--- config.mk ---
export PLATFORM = sky130hd
export DESIGN_NAME = note_grid_draw_ctrl
export DESIGN_NICKNAME = d
export VERILOG_FILES = /design/src/rtl/note_grid_pkg.sv /design/src/rtl/square_raster.sv /design/src/rtl/note_grid_draw_ctrl.sv
export SDC_FILE = /design/constraint.sdc
export NUM_CORES = 1
export LEC_CHECK = 0
export BUFFER_PORTS_ARGS = -buffer_cell sky130_fd_sc_hd__buf_4
export CAP_MARGIN = 20
export CORE_AREA = 8 8 125 127
export CTS_BUF_LIST = sky130_fd_sc_hd__clkbuf_16
export DETAILED_ROUTE_END_ITERATION = 8
export DIE_AREA = 0 0 133 135
export PLACE_DENSITY = 0.75
export SLEW_MARGIN = 25
export SYNTH_ARGS = -nofsm -noshare
export SYNTH_HDL_FRONTEND = slang
export SYNTH_SLANG_ARGS = --single-unit
--- constraint.sdc ---
create_clock -name clk -period 2.45 [get_ports clk]
set_input_delay 0.49 -clock clk [delete_from_list [all_inputs] [get_ports clk]]
set_output_delay 0.49 -clock clk [all_outputs]
set_load 0.02 [all_outputs]
--- src/rtl/note_grid_pkg.sv ---
// ---------------------------------------------------------------------------
// note_grid_pkg : colours, default grid geometry and FSM encoding for the
//                 three-lane note grid drawer.  Rev 1.0
// ---------------------------------------------------------------------------
`default_nettype none

package note_grid_pkg;

    localparam logic [2:0] BLACK  = 3'b000;
    localparam logic [2:0] RED    = 3'b100;
    localparam logic [2:0] YELLOW = 3'b110;
    localparam logic [2:0] BLUE   = 3'b001;

    localparam int GRID_START_X     = 1;
    localparam int GRID_START_Y     = 53;
    localparam int GRID_PITCH       = 5;
    localparam int GRID_NUM_SQUARES = 30;
    localparam int SQ_SIZE          = 4;
    localparam int NUM_ROWS         = 3;

    typedef enum logic [1:0] {
        IDLE = 2'd0,
        DRAW = 2'd1,
        FIN  = 2'd2
    } state_t;

    function automatic logic [2:0] lane_colour(input logic [1:0] row);
        case (row)
            2'd0:    lane_colour = RED;
            2'd1:    lane_colour = YELLOW;
            2'd2:    lane_colour = BLUE;
            default: lane_colour = BLACK;
        endcase
    endfunction

endpackage

`default_nettype wire

--- src/rtl/square_raster.sv ---
// ---------------------------------------------------------------------------
// square_raster : raster pixel counter for one 4x4 square (x fastest).
//                 Rev 1.0
// ---------------------------------------------------------------------------
`default_nettype none

module square_raster
    import note_grid_pkg::*;
(
    input  logic       clk,
    input  logic       resetn,
    input  logic       i_en,
    input  logic       i_clr,
    output logic [1:0] o_dx,
    output logic [1:0] o_dy,
    output logic       o_last
);

    logic [3:0] r_pix;

    always_ff @(posedge clk or negedge resetn) begin
        if (!resetn) begin
            r_pix <= 4'd0;
        end else if (i_clr) begin
            r_pix <= 4'd0;
        end else if (i_en) begin
            r_pix <= r_pix + 4'd1;
        end
    end

    assign o_dx   = r_pix[1:0];
    assign o_dy   = r_pix[3:2];
    assign o_last = (r_pix == 4'(SQ_SIZE * SQ_SIZE - 1));

endmodule

`default_nettype wire

--- src/rtl/note_grid_draw_ctrl.sv ---
// ---------------------------------------------------------------------------
// note_grid_draw_ctrl : walks the 3x30 note grid one pixel per clock, painting
//                       snapshotted notes in lane colour and erasing the rest.
//                       Rev 1.0
// ---------------------------------------------------------------------------
`default_nettype none

module note_grid_draw_ctrl
    import note_grid_pkg::*;
#(
    parameter int START_X     = GRID_START_X,
    parameter int START_Y     = GRID_START_Y,
    parameter int PITCH       = GRID_PITCH,
    parameter int NUM_SQUARES = GRID_NUM_SQUARES
) (
    input  logic                   clk,
    input  logic                   resetn,
    input  logic                   start,
    input  logic                   clear,
    input  logic [NUM_SQUARES-1:0] red_sequence,
    input  logic [NUM_SQUARES-1:0] yellow_sequence,
    input  logic [NUM_SQUARES-1:0] blue_sequence,
    output logic                   busy,
    output logic                   done,
    output logic [7:0]             vga_x,
    output logic [6:0]             vga_y,
    output logic [2:0]             vga_colour,
    output logic                   vga_plot
);

    localparam int SQ_W = $clog2(NUM_SQUARES);

    state_t                 r_state;
    logic [NUM_SQUARES-1:0] r_red;
    logic [NUM_SQUARES-1:0] r_yellow;
    logic [NUM_SQUARES-1:0] r_blue;
    logic                   r_clear;
    logic [SQ_W-1:0]        r_sq;
    logic [1:0]             r_row;
    logic [7:0]             r_base_x;
    logic [6:0]             r_base_y;

    logic [1:0]             w_dx;
    logic [1:0]             w_dy;
    logic                   w_last_pix;
    logic                   w_last_sq;
    logic                   w_last_row;
    logic [NUM_SQUARES-1:0] w_lane_seq;
    logic                   w_note;

    // Pixel counter is held at zero whenever we are not drawing.
    square_raster u_raster (
        .clk    (clk),
        .resetn (resetn),
        .i_en   (r_state == DRAW),
        .i_clr  (r_state != DRAW),
        .o_dx   (w_dx),
        .o_dy   (w_dy),
        .o_last (w_last_pix)
    );

    assign w_last_sq  = (r_sq == SQ_W'(NUM_SQUARES - 1));
    assign w_last_row = (r_row == 2'(NUM_ROWS - 1));
    assign w_lane_seq = (r_row == 2'd0) ? r_red :
                        (r_row == 2'd1) ? r_yellow : r_blue;
    assign w_note     = w_lane_seq[r_sq] & ~r_clear;

    always_ff @(posedge clk or negedge resetn) begin
        if (!resetn) begin
            r_state    <= IDLE;
            r_red      <= '0;
            r_yellow   <= '0;
            r_blue     <= '0;
            r_clear    <= 1'b0;
            r_sq       <= '0;
            r_row      <= 2'd0;
            r_base_x   <= 8'd0;
            r_base_y   <= 7'd0;
            busy       <= 1'b0;
            done       <= 1'b0;
            vga_x      <= 8'd0;
            vga_y      <= 7'd0;
            vga_colour <= BLACK;
            vga_plot   <= 1'b0;
        end else begin
            done <= 1'b0;
            case (r_state)
                IDLE: begin
                    vga_plot <= 1'b0;
                    if (start) begin
                        r_red    <= red_sequence;
                        r_yellow <= yellow_sequence;
                        r_blue   <= blue_sequence;
                        r_clear  <= clear;
                        r_sq     <= '0;
                        r_row    <= 2'd0;
                        r_base_x <= 8'(START_X);
                        r_base_y <= 7'(START_Y);
                        busy     <= 1'b1;
                        r_state  <= DRAW;
                    end
                end
                DRAW: begin
                    vga_plot   <= 1'b1;
                    vga_x      <= r_base_x + {6'd0, w_dx};
                    vga_y      <= r_base_y + {5'd0, w_dy};
                    vga_colour <= w_note ? lane_colour(r_row) : BLACK;
                    if (w_last_pix) begin
                        if (w_last_sq) begin
                            r_sq     <= '0;
                            r_base_x <= 8'(START_X);
                            if (w_last_row) begin
                                r_state <= FIN;
                            end else begin
                                r_row    <= r_row + 2'd1;
                                r_base_y <= r_base_y + 7'(PITCH);
                            end
                        end else begin
                            r_sq     <= r_sq + SQ_W'(1);
                            r_base_x <= r_base_x + 8'(PITCH);
                        end
                    end
                end
                FIN: begin
                    vga_plot <= 1'b0;
                    busy     <= 1'b0;
                    done     <= 1'b1;
                    r_state  <= IDLE;
                end
                default: begin
                    r_state <= IDLE;
                end
            endcase
        end
    end

endmodule

`default_nettype wire

==> results.toml, run 1 <==
[clock_tree]
h-tree-depth = 4
cts_tree = "yes"
cts_sinks = 140
cts_buffer_depth = 2
insertion_delay_ns = 0.42
path_clk_slew_ns = 0.06
cts_inserted_buffers = 17
root_buffer = "clkbuf_16"

[timing]
max_freq_ghz = 0.4178
timing.final.crit_period_ns = 2.393
finalSetupViolCount = 0
fin_crit_sh_pct = 97.69
relSlewSlack_pct = 59.48
setup_ws_ns = 0.05672
hold_violations = 0
tightest_slew_ns = 0.6022
finalMaxSlewViolations = 0
fin_skew_ns = 0.005322

[layout]
layout_common_cells = "316 x nand2_1, 138 x dfrtp_1, 130 x buf_4, 28 x o21ai_0, 18 x nor2_1"
final_common_cell = "nand2_1"
syn_to_final_growth_pct = 25.85
area.sequential_um2 = 3506
multi_input_area_um2 = 3053
stdcell_area_um2 = 8564
n_fill_cell = 1138
insertedDiodeCount = 0
drive_gt1_share_pct = 25.88
fin_nets = 947

[floorplanning]
core-area_um2 = 13610
die_w_um = 133
initial_utilization_pct = 50.00
die_area_um2 = 17960
dieHeight_um = 135
rows = 43
ios = 115

[setup_path]
end_kind = "flip-flop"
rr_worst_depth = 9
crit_chain = "inv_2 > ha_4 > buf_8 > mux2_4 > mux4_2 > o22ai_2 > nor4_2 > a211oi_2 > o31ai_1"
cp-start-kind = "flip-flop"
max_stage_delay_ns = 0.46
cp_slowest_cell = "mux4_2"
r2r_slack_ns = 0.06
r2r_start = "r_row[1]"
crit_path_end = "vga_colour[1]"
critical_path_class = "reg2reg"
cp.arrival_ns = 2.68
cp_max_fo = 6
critPathRequiredTime_ns = 2.74
cp-startpoint = "r_row[1]"
rr_endpoint = "vga_colour[1]"

[placed_design]
dp_hpwl_mm = 11.60
portBuffers = 114
place.gp.congestion = 0.8857
placed_area_um2 = 7820
dp_slack_ns = -0.01226

[route]
detail_route.wl_per_cell_um = 15.88
vias_per_cell = 5.217
drtIter0Drc = 354
drtAntennaViolNets = 0
drc = 0
drt_pass1_iterations = 7
num_vias = 5373
finalWirelength_mm = 16.36

[power_and_ir_drop]
leakage_nw = 4.368
ir_worst_vdd_uv = 488.0
p_total_w = 0.005072
power.density_nw_per_um2 = 592.2

[synth]
ys_warn_count = 0
synth_edf_count = 0
synth_top_area_share_pct = 51.48
yosysTopAreaCell = "dfrtp_1"
async_reset_ff_share_pct = 100.0
syn_area_um2 = 6805
yosysSeqAreaShare_pct = 51.48
synth_cell_types = 54
ys_ff_latch = 140
synth_nets = 831
ys.flop_type = "dfrtp_1"
synthCells = 721
avgSynthCellArea_um2 = 9.439
synth_area_leaders = "dfrtp_1 51%, nand2_1 17%, mux4_2 4.0%"

[global_routing]
gr-total-overflow = 0
antenna_found_initial = 0
grt_first_pass_wirelength_mm = 27.43
gr-usage-all-layers_pct = 18.97
grt_start_max_net_pins = 96
grt_pass1_vias = 5592

[worst_hold_path]
hold_path_class = "in2async"

[outcome]
outcome = "complete, no violations"

[run]
drv_cap = 0
## layer usage
| metal | up-vias | global-route usage, % | share of wire, % | wire (um) |
|---|---|---|---|---|
| li1 | 2601 | - | - | - |
| met1 | 2571 | 23.95 | 44 | 7134 |
| met2 | 175 | 29.67 | 48 | 7815 |
| met3 | 26 | 6.129 | 6.5 | 1067 |
| met4 | 0 | 7.508 | 2.1 | 342 |
| met5 | - | 0 | 0 | 0 |
## cell type report
class | instances | area share (%)
sequential | 140 | 40.93
multi-input combinational | 524 | 35.65
timing repair buffer | 139 | 13.13
clock buffer | 17 | 4.967
tap | 180 | 2.630
clock inverter | 15 | 2.031
inverter | 15 | 0.6574
## flip-flops by register name, summed over array words and instances, names as in the netlist, 3 cells and up
register	count
vga_y	7
r_base_y	7
r_sq	5
u_raster.r_pix	4
r_base_x	8
r_blue	30
vga_x	8
vga_colour	3
r_red	30
r_yellow	30
## power breakdown
group	total [W]	switching, W	internal (W)
Sequential	0.00231	0	0.00231
Clock	0.00259	0.000997	0.00160
Combinational	0.000165	0.0000643	0.000100
Total	0.00507	0.00106	0.00401
## critical path, delay by kind of cell (launching register included)
kind | cells | cell delay (ns)
AOI/OAI and AO/OA | 3 | 0.65
adders and majority gates | 1 | 0.16
buffers and inverters | 2 | 0.23
DFF | 1 | 0.40
muxes | 2 | 0.76
and+or+nand+nor | 1 | 0.06
## cell families (layout without fill, tap and decap cells)
group                    after synthesis  in the layout  share of synthesized area, %
AO/OA/AOI/OAI                         65             65                         6.049
XOR/XNOR                              19             19                         2.445
adder cells (fa/ha/maj)               16             16                         3.162
buffers and inverters                 57            186                         5.148
flip-flops                           140            140                         51.48
multiplexers                          40             40                         8.660
AND/OR/NAND/NOR                      384            384                         23.06
## through the flow
| step | util [%] | TNS (ns) | cells | hold slack [ns] |
|---|---|---|---|---|
| after floorplan | - | 0 | 721 | 0.1944 |
| after global placement | 57.45 | 0 | 994 | 0.4547 |
| after detailed placement | 57.45 | -0.01725 | 994 | 0.4586 |
| after CTS | 61.93 | 0 | 1026 | 0.05276 |
| after global routing | 62.92 | -0.02563 | 1030 | 0.06534 |
| final | 62.92 | 0 | 1030 | 0.03038 |
## worst min-delay path by stage
stage	end	cells past startpoint	slack (ns)	startpoint
final	vga_y[4]	1	0.03	resetn
after detailed placement	r_yellow[12]	2	0.46	r_yellow[12]
after CTS	vga_y[4]	1	0.05	resetn
after global routing	vga_y[5]	1	0.07	resetn
after global placement	r_yellow[12]	2	0.45	r_yellow[12]
after floorplan	busy	0	0.19	resetn
## repair_timing
action / in CTS / in global routing
gates resized for setup: 3 / 24
hold buffers: 0 / 0
setup buffers: 0 / 3
gates cloned: 0 / 1
endpoints found under the setup margin: 3 / 3
pin swaps: 2 / 4
## synth_stat cells (all sizes together), types with 5 or more instances
cell and count:
nand3 9, nand4 7, ha 14, clkbuf 30, buf 11, mux2 18, o21ai 28, mux2i 9
xor2 10, nor2b 5, xnor2 9, a21oi 9, nor2 19, inv 14, nand2 317, mux4 13
dfrtp 140
(Power assumes the default switching activity.)
==> run 2: changes to the inputs <==
--- a/config.mk
+++ b/config.mk
@@ -11,6 +11,7 @@
 export CTS_BUF_LIST = sky130_fd_sc_hd__clkbuf_16
 export DETAILED_ROUTE_END_ITERATION = 8
 export DIE_AREA = 0 0 133 135
+export MAX_ROUTING_LAYER = met4
 export PLACE_DENSITY = 0.75
 export SLEW_MARGIN = 25
 export SYNTH_ARGS = -nofsm -noshare
==> results.toml, run 2 (synthesis gave the netlist of run 1 again) <==
[timing]
timing.final.crit_period_ns = 2.380
tightest_slew_ns = 0.6002
fin_crit_sh_pct = 97.14
tns_ns = 0
max_freq_ghz = 0.4202
fin_skew_ns = 0.01024
hold_violations = 0
finalSetupViolCount = 0
relSlewSlack_pct = 59.62
finalMaxSlewViolations = 0

[setup_path]
cp_max_fo = 6
cp-start-kind = "flip-flop"
critPathRequiredTime_ns = 2.74
critical_path_class = "reg2reg"
crit_path_end = "vga_colour[1]"
end_kind = "flip-flop"
r2r_slack_ns = 0.07
cp-startpoint = "r_row[1]"
cp.arrival_ns = 2.67
rr_worst_depth = 9
r2r_start = "r_row[1]"
rr_endpoint = "vga_colour[1]"

[layout]
fin_nets = 947
drive_gt1_share_pct = 25.88
postLayoutCoreUtil_pct = 62.92
layout_common_cells = "316 x nand2_1, 138 x dfrtp_1, 130 x buf_4, 28 x o21ai_0, 18 x nor2_1"
final_common_cell = "nand2_1"
layout.cells.non_filler = 1030
reg.largest.list = "r_blue (30), r_red (30), r_yellow (30)"
syn_to_final_growth_pct = 25.85
n_fill_cell = 1138
insertedDiodeCount = 0

[floorplanning]
dieHeight_um = 135
ios = 115
initial_utilization_pct = 50.00
die_w_um = 133
rows = 43
die_area_um2 = 17960
core-area_um2 = 13610

[power_and_ir_drop]
leakage_nw = 4.368
netSwitchingPower_w = 0.001060
ir_worst_vdd_uv = 482.7
clockPowerShare_pct = 51.1
pwr-share-comb_pct = 3.3
internal_power_w = 0.004011
p_total_w = 0.005071
p_sw_share_pct = 20.91
power_frac_seq_pct = 45.6
power.density_nw_per_um2 = 592.1

[route]
drtIter0Drc = 372
drt_pass1_iterations = 6
finalWirelength_mm = 16.40
vias_per_cell = 5.216
drc = 0
detail_route.wl_per_cell_um = 15.92
num_vias = 5372
drtAntennaViolNets = 0

[global_routing]
antenna_found_initial = 0
grt_start_max_net_pins = 96
grt_first_pass_wirelength_mm = 27.39
gr-total-overflow = 0
grt_pass1_vias = 5598
gr-usage-all-layers_pct = 19.53

[clock_tree]
h-tree-depth = 4
cts_tree = "yes"
root_buffer = "clkbuf_16"
insertion_delay_ns = 0.42
ctsHoldBuffers = 0
cts_sinks = 140
cts_buffer_depth = 2
cts_inserted_buffers = 17
path_clk_slew_ns = 0.06

[placed_design]
dp_hpwl_mm = 11.60
placed_cells = 994
place.gp.congestion = 0.9005
portBuffers = 114

[run]
drv_cap = 0

[outcome]
outcome = "complete, no violations"

[worst_hold_path]
hold_path_class = "in2async"
run 2: cell counts in the layout (fill, tap and decap cells not counted):
No cell type changed its count.
run 2: power by group through the flow:
| stage | sequential [W] | combinational [W] | clock, W |
|---|---|---|---|
| 2_1_floorplan | 0.00236 | 0.00000168 | 0 |
| 3_3_place_gp | 0.00235 | 0.000167 | 0 |
| 3_5_place_dp | 0.00235 | 0.000169 | 0 |
| 4_1_cts | 0.00231 | 0.000169 | 0.00263 |
| 5_1_grt | 0.00231 | 0.000183 | 0.00274 |
| 6_report | 0.00231 | 0.000165 | 0.00259 |
run 2: layout make-up:
class / instances / area, um2 / share of cell area [%]
repair buffers: 139 / 1125 / 13.13
well taps: 180 / 225.2 / 2.630
flip-flops and latches: 140 / 3506 / 40.93
inverters: 15 / 56.30 / 0.6574
clock inverters: 15 / 173.9 / 2.031
multi-input cells: 524 / 3053 / 35.65
clock buffers: 17 / 425.4 / 4.967
run 2: critical path: stages, from the launching register on:
cell and delay, ns:
dfrtp_1 0.39, inv_2 0.09, ha_4 0.16, buf_8 0.14, mux2_4 0.30, mux4_2 0.46
o22ai_2 0.18, nor4_2 0.07, a211oi_2 0.33, o31ai_1 0.14
run 2: worst min path at each step:
stage                            start            to  slack (ns)  cells past startpoint
final                           resetn      vga_y[4]        0.05                      1
after global routing            resetn      vga_y[2]        0.07                      1
after CTS                       resetn      vga_y[4]        0.05                      1
after detailed placement  r_yellow[12]  r_yellow[12]        0.46                      2
after global placement    r_yellow[12]  r_yellow[12]        0.45                      2
after floorplan                 resetn          busy        0.19                      0
run 2: layer usage:
metal	GRT usage, %	part of all wire [%]	wire length [um]
met5	-	0	0
met1	24.28	45	7329
met4	7.508	2.2	354
met3	5.684	5.7	927
met2	29.69	47	7787
run 2: per-stage QoR:
stage               worst slack [ns]  area [um2]  hold slack [ns]
global route                -0.01557        8564          0.07246
floorplan                     0.1863        6805           0.1944
finish                       0.06996        8564          0.04706
global placement             0.06275        7820           0.4547
CTS                          0.02518        8429          0.05276
detailed placement          -0.01226        7820           0.4586
run 2: repair_timing:
| action | 4_1_cts | 5_1_grt |
|---|---|---|
| pin swaps | 2 | 4 |
| resized for setup | 3 | 24 |
| setup endpoints to repair | 3 | 3 |
| buffers inserted | 0 | 3 |
| gates cloned | 0 | 1 |
==> run 3: changes to the inputs <==
--- a/config.mk
+++ b/config.mk
@@ -5,14 +5,16 @@
 export SDC_FILE = /design/constraint.sdc
 export NUM_CORES = 1
 export LEC_CHECK = 0
+export ABC_AREA = 1
 export BUFFER_PORTS_ARGS = -buffer_cell sky130_fd_sc_hd__buf_4
 export CAP_MARGIN = 20
-export CORE_AREA = 8 8 125 127
+export CORE_AREA = 8 8 126 128
 export CTS_BUF_LIST = sky130_fd_sc_hd__clkbuf_16
 export DETAILED_ROUTE_END_ITERATION = 8
-export DIE_AREA = 0 0 133 135
+export DIE_AREA = 0 0 134 136
 export MAX_ROUTING_LAYER = met4
 export PLACE_DENSITY = 0.75
+export SKIP_LAST_GASP = 1
 export SLEW_MARGIN = 25
 export SYNTH_ARGS = -nofsm -noshare
 export SYNTH_HDL_FRONTEND = slang
==> results.toml, run 3 <==
[timing]
tightest_slew_ns = 0.6288
relSlewSlack_pct = 58.03
finalSetupViolCount = 0
max_freq_ghz = 0.4830
hold_violations = 0
setup_ws_ns = 0.3797
timing.final.crit_period_ns = 2.070
fin_skew_ns = 0.007815
hold_ws_ns = 0.04945
fin_crit_sh_pct = 84.50
rsz0062_at_grt = "no"
finalMaxSlewViolations = 0
tns_ns = 0

[worst_hold_path]
hold_path_class = "in2async"

[route]
drt_pass1_iterations = 5
drtAntennaViolNets = 0
finalWirelength_mm = 16.84
detail_route.wl_per_cell_um = 14.15
vias_per_cell = 4.997
num_vias = 5947
drtIter0Drc = 485
drc = 0

[synth]
synth_edf_count = 0
synth.most_common_cell = "nand2_1"
ys_ff_latch = 140
synth_top_area_share_pct = 50.84
async_reset_ff_share_pct = 100.0
synth_cell_types = 37
ys_warn_count = 0
yosysTopAreaCell = "dfrtp_1"
synth_area_leaders = "dfrtp_1 51%, nand2_1 21%, nand3_1 4.8%"
syn_area_um2 = 6890
synthCells = 889
avgSynthCellArea_um2 = 7.751
synth_common_cells = "383 x nand2_1, 140 x dfrtp_1, 75 x inv_1, 66 x nand3_1, 55 x o21ai_0"
synth_nets = 999
yosysSeqAreaShare_pct = 50.84
ys.flop_type = "dfrtp_1"

[power_and_ir_drop]
leakage_nw = 4.481
power.density_nw_per_um2 = 1303
ir_worst_vdd_uv = 747.3

[placed_design]
place.gp.congestion = 0.9088
dp_slack_ns = 0.4033
portBuffers = 114
dp_hpwl_mm = 11.99

[floorplanning]
rows = 44
dieHeight_um = 136
die_area_um2 = 18220
core-area_um2 = 14040
initial_utilization_pct = 49.08
ios = 115
die_w_um = 134

[layout]
layout_common_cells = "383 x nand2_1, 140 x dfrtp_1, 123 x buf_4, 77 x inv_1, 66 x nand3_1"
reg.largest.list = "r_blue (30), r_red (30), r_yellow (30)"
insertedDiodeCount = 0
fin_nets = 1103
syn_to_final_growth_pct = 23.28
final_common_cell = "nand2_1"
drive_gt1_share_pct = 17.40

[setup_path]
crit_chain = "inv_1 > ha_1 > buf_4 > buf_4 > nand2_1 > nand3_1 > nand3_1 > nand2_1 > nand2_1 > nand2_1 > nand3_1 > nand3_1 > nand4_1 > nand2_1"
max_stage_delay_ns = 0.41
r2r_slack_ns = 0.38
cp.arrival_ns = 2.43
cp_slowest_cell = "dfrtp_1"
cp-start-kind = "flip-flop"
cp_max_fo = 19
end_kind = "flip-flop"
r2r_start = "r_row[1]"
critPathRequiredTime_ns = 2.81
cp_common_cell = "nand2_1"
critical_path_class = "reg2reg"
cp-startpoint = "r_row[1]"

[global_routing]
gr-usage-all-layers_pct = 20.13
grt_start_max_net_pins = 88
grt_pass1_vias = 5878
grt_first_pass_wirelength_mm = 28.66
met2_usage_pct = 29.63
antenna_found_initial = 0
grt_busiest_layer = "met2"
grtUsageMet3_pct = 4.804
grt_use_met1_pct = 26.76
gr-total-overflow = 0

[clock_tree]
path_clk_slew_ns = 0.06
ctsHoldBuffers = 0
cts_inserted_buffers = 17
root_buffer = "clkbuf_16"
h-tree-depth = 4
cts_resized = 0
cts_sinks = 140
cts_tree = "yes"
cts_setup_buffers = 0
cts_buffer_depth = 2
insertion_delay_ns = 0.42

[run]
drv_cap = 0

[outcome]
outcome = "complete, no violations"
## run 3: cell types whose count changed after synthesis, moves of 5 or more
| cell | change |
|---|---|
| mux4_2 | -12 |
| nand2_1 | +66 |
| a21oi_1 | +14 |
| mux2_2 | -18 |
| xnor2_1 | -9 |
| o21ai_0 | +27 |
| nor2b_1 | -5 |
| inv_2 | +6 |
| buf_2 | +10 |
| buf_6 | -5 |
| o21ai_1 | +8 |
| nand3_1 | +57 |
| inv_1 | +61 |
| mux2i_1 | -9 |
## run 3: path summary, 6_finish.rpt
| path | depth (start not counted) | to |
|---|---|---|
| hold / removal | 1 | r_yellow[25] |
| min in group clk | 3 | r_yellow[11] |
| hold reg to reg | 2 | vga_y[0] |
| setup reg to reg | 14 | vga_colour[1] |
| setup / recovery | 14 | vga_colour[1] |
| max in group asynchronous | 2 | r_yellow[20] |
## run 3: per-layer routing
layer  vias up  wire, um
met2       154      7722
met5         -         0
met1      2786      7972
met3        24       809
met4         0       332
li1       2983         -
## run 3: area by class of cell
cell class / count / area (um2)
clock buffer: 17 / 425.4
clock inverter: 15 / 132.6
fill: 1289 / 5544
inverter: 82 / 309.0
multi-input combinational: 625 / 2899
sequential: 140 / 3503
tap: 184 / 230.2
timing repair buffer: 127 / 994.7
## run 3: power breakdown
part,internal [W],switching (W),total (W)
logic,0.00164,0.00299,0.00463
clock network,0.00147,0.000968,0.00244
registers,0.00335,0.000640,0.00399
## run 3: logic make-up after synthesis
group | share of synthesized area, %
buffers and inverters | 7.082
AOI/OAI and AO/OA | 7.082
xor gates and xnor gates | 1.398
adders and majority gates | 3.123
and+or+nand+nor | 30.47
DFF | 50.84
## run 3: through the flow
stage / std cells / instance area [um2] / power [W] / util [%]
finish: 1190 / 8494 / 0.01107 / 60.51
global route: 1190 / 8494 / 0.01203 / 60.51
CTS: 1190 / 8494 / 0.01111 / 60.51
detailed placement: 1158 / 7936 / 0.008606 / 56.53
global placement: 1158 / 7936 / 0.008505 / 56.53
floorplan: 889 / 6890 / 0.007250 / -
## run 3: worst max-delay path: cells and delay by family (launching register included)
family	cells	cell delay [ns]
adders and majority gates	1	0.18
buffers and inverters	3	0.56
DFF	1	0.41
and+or+nand+nor	10	0.85
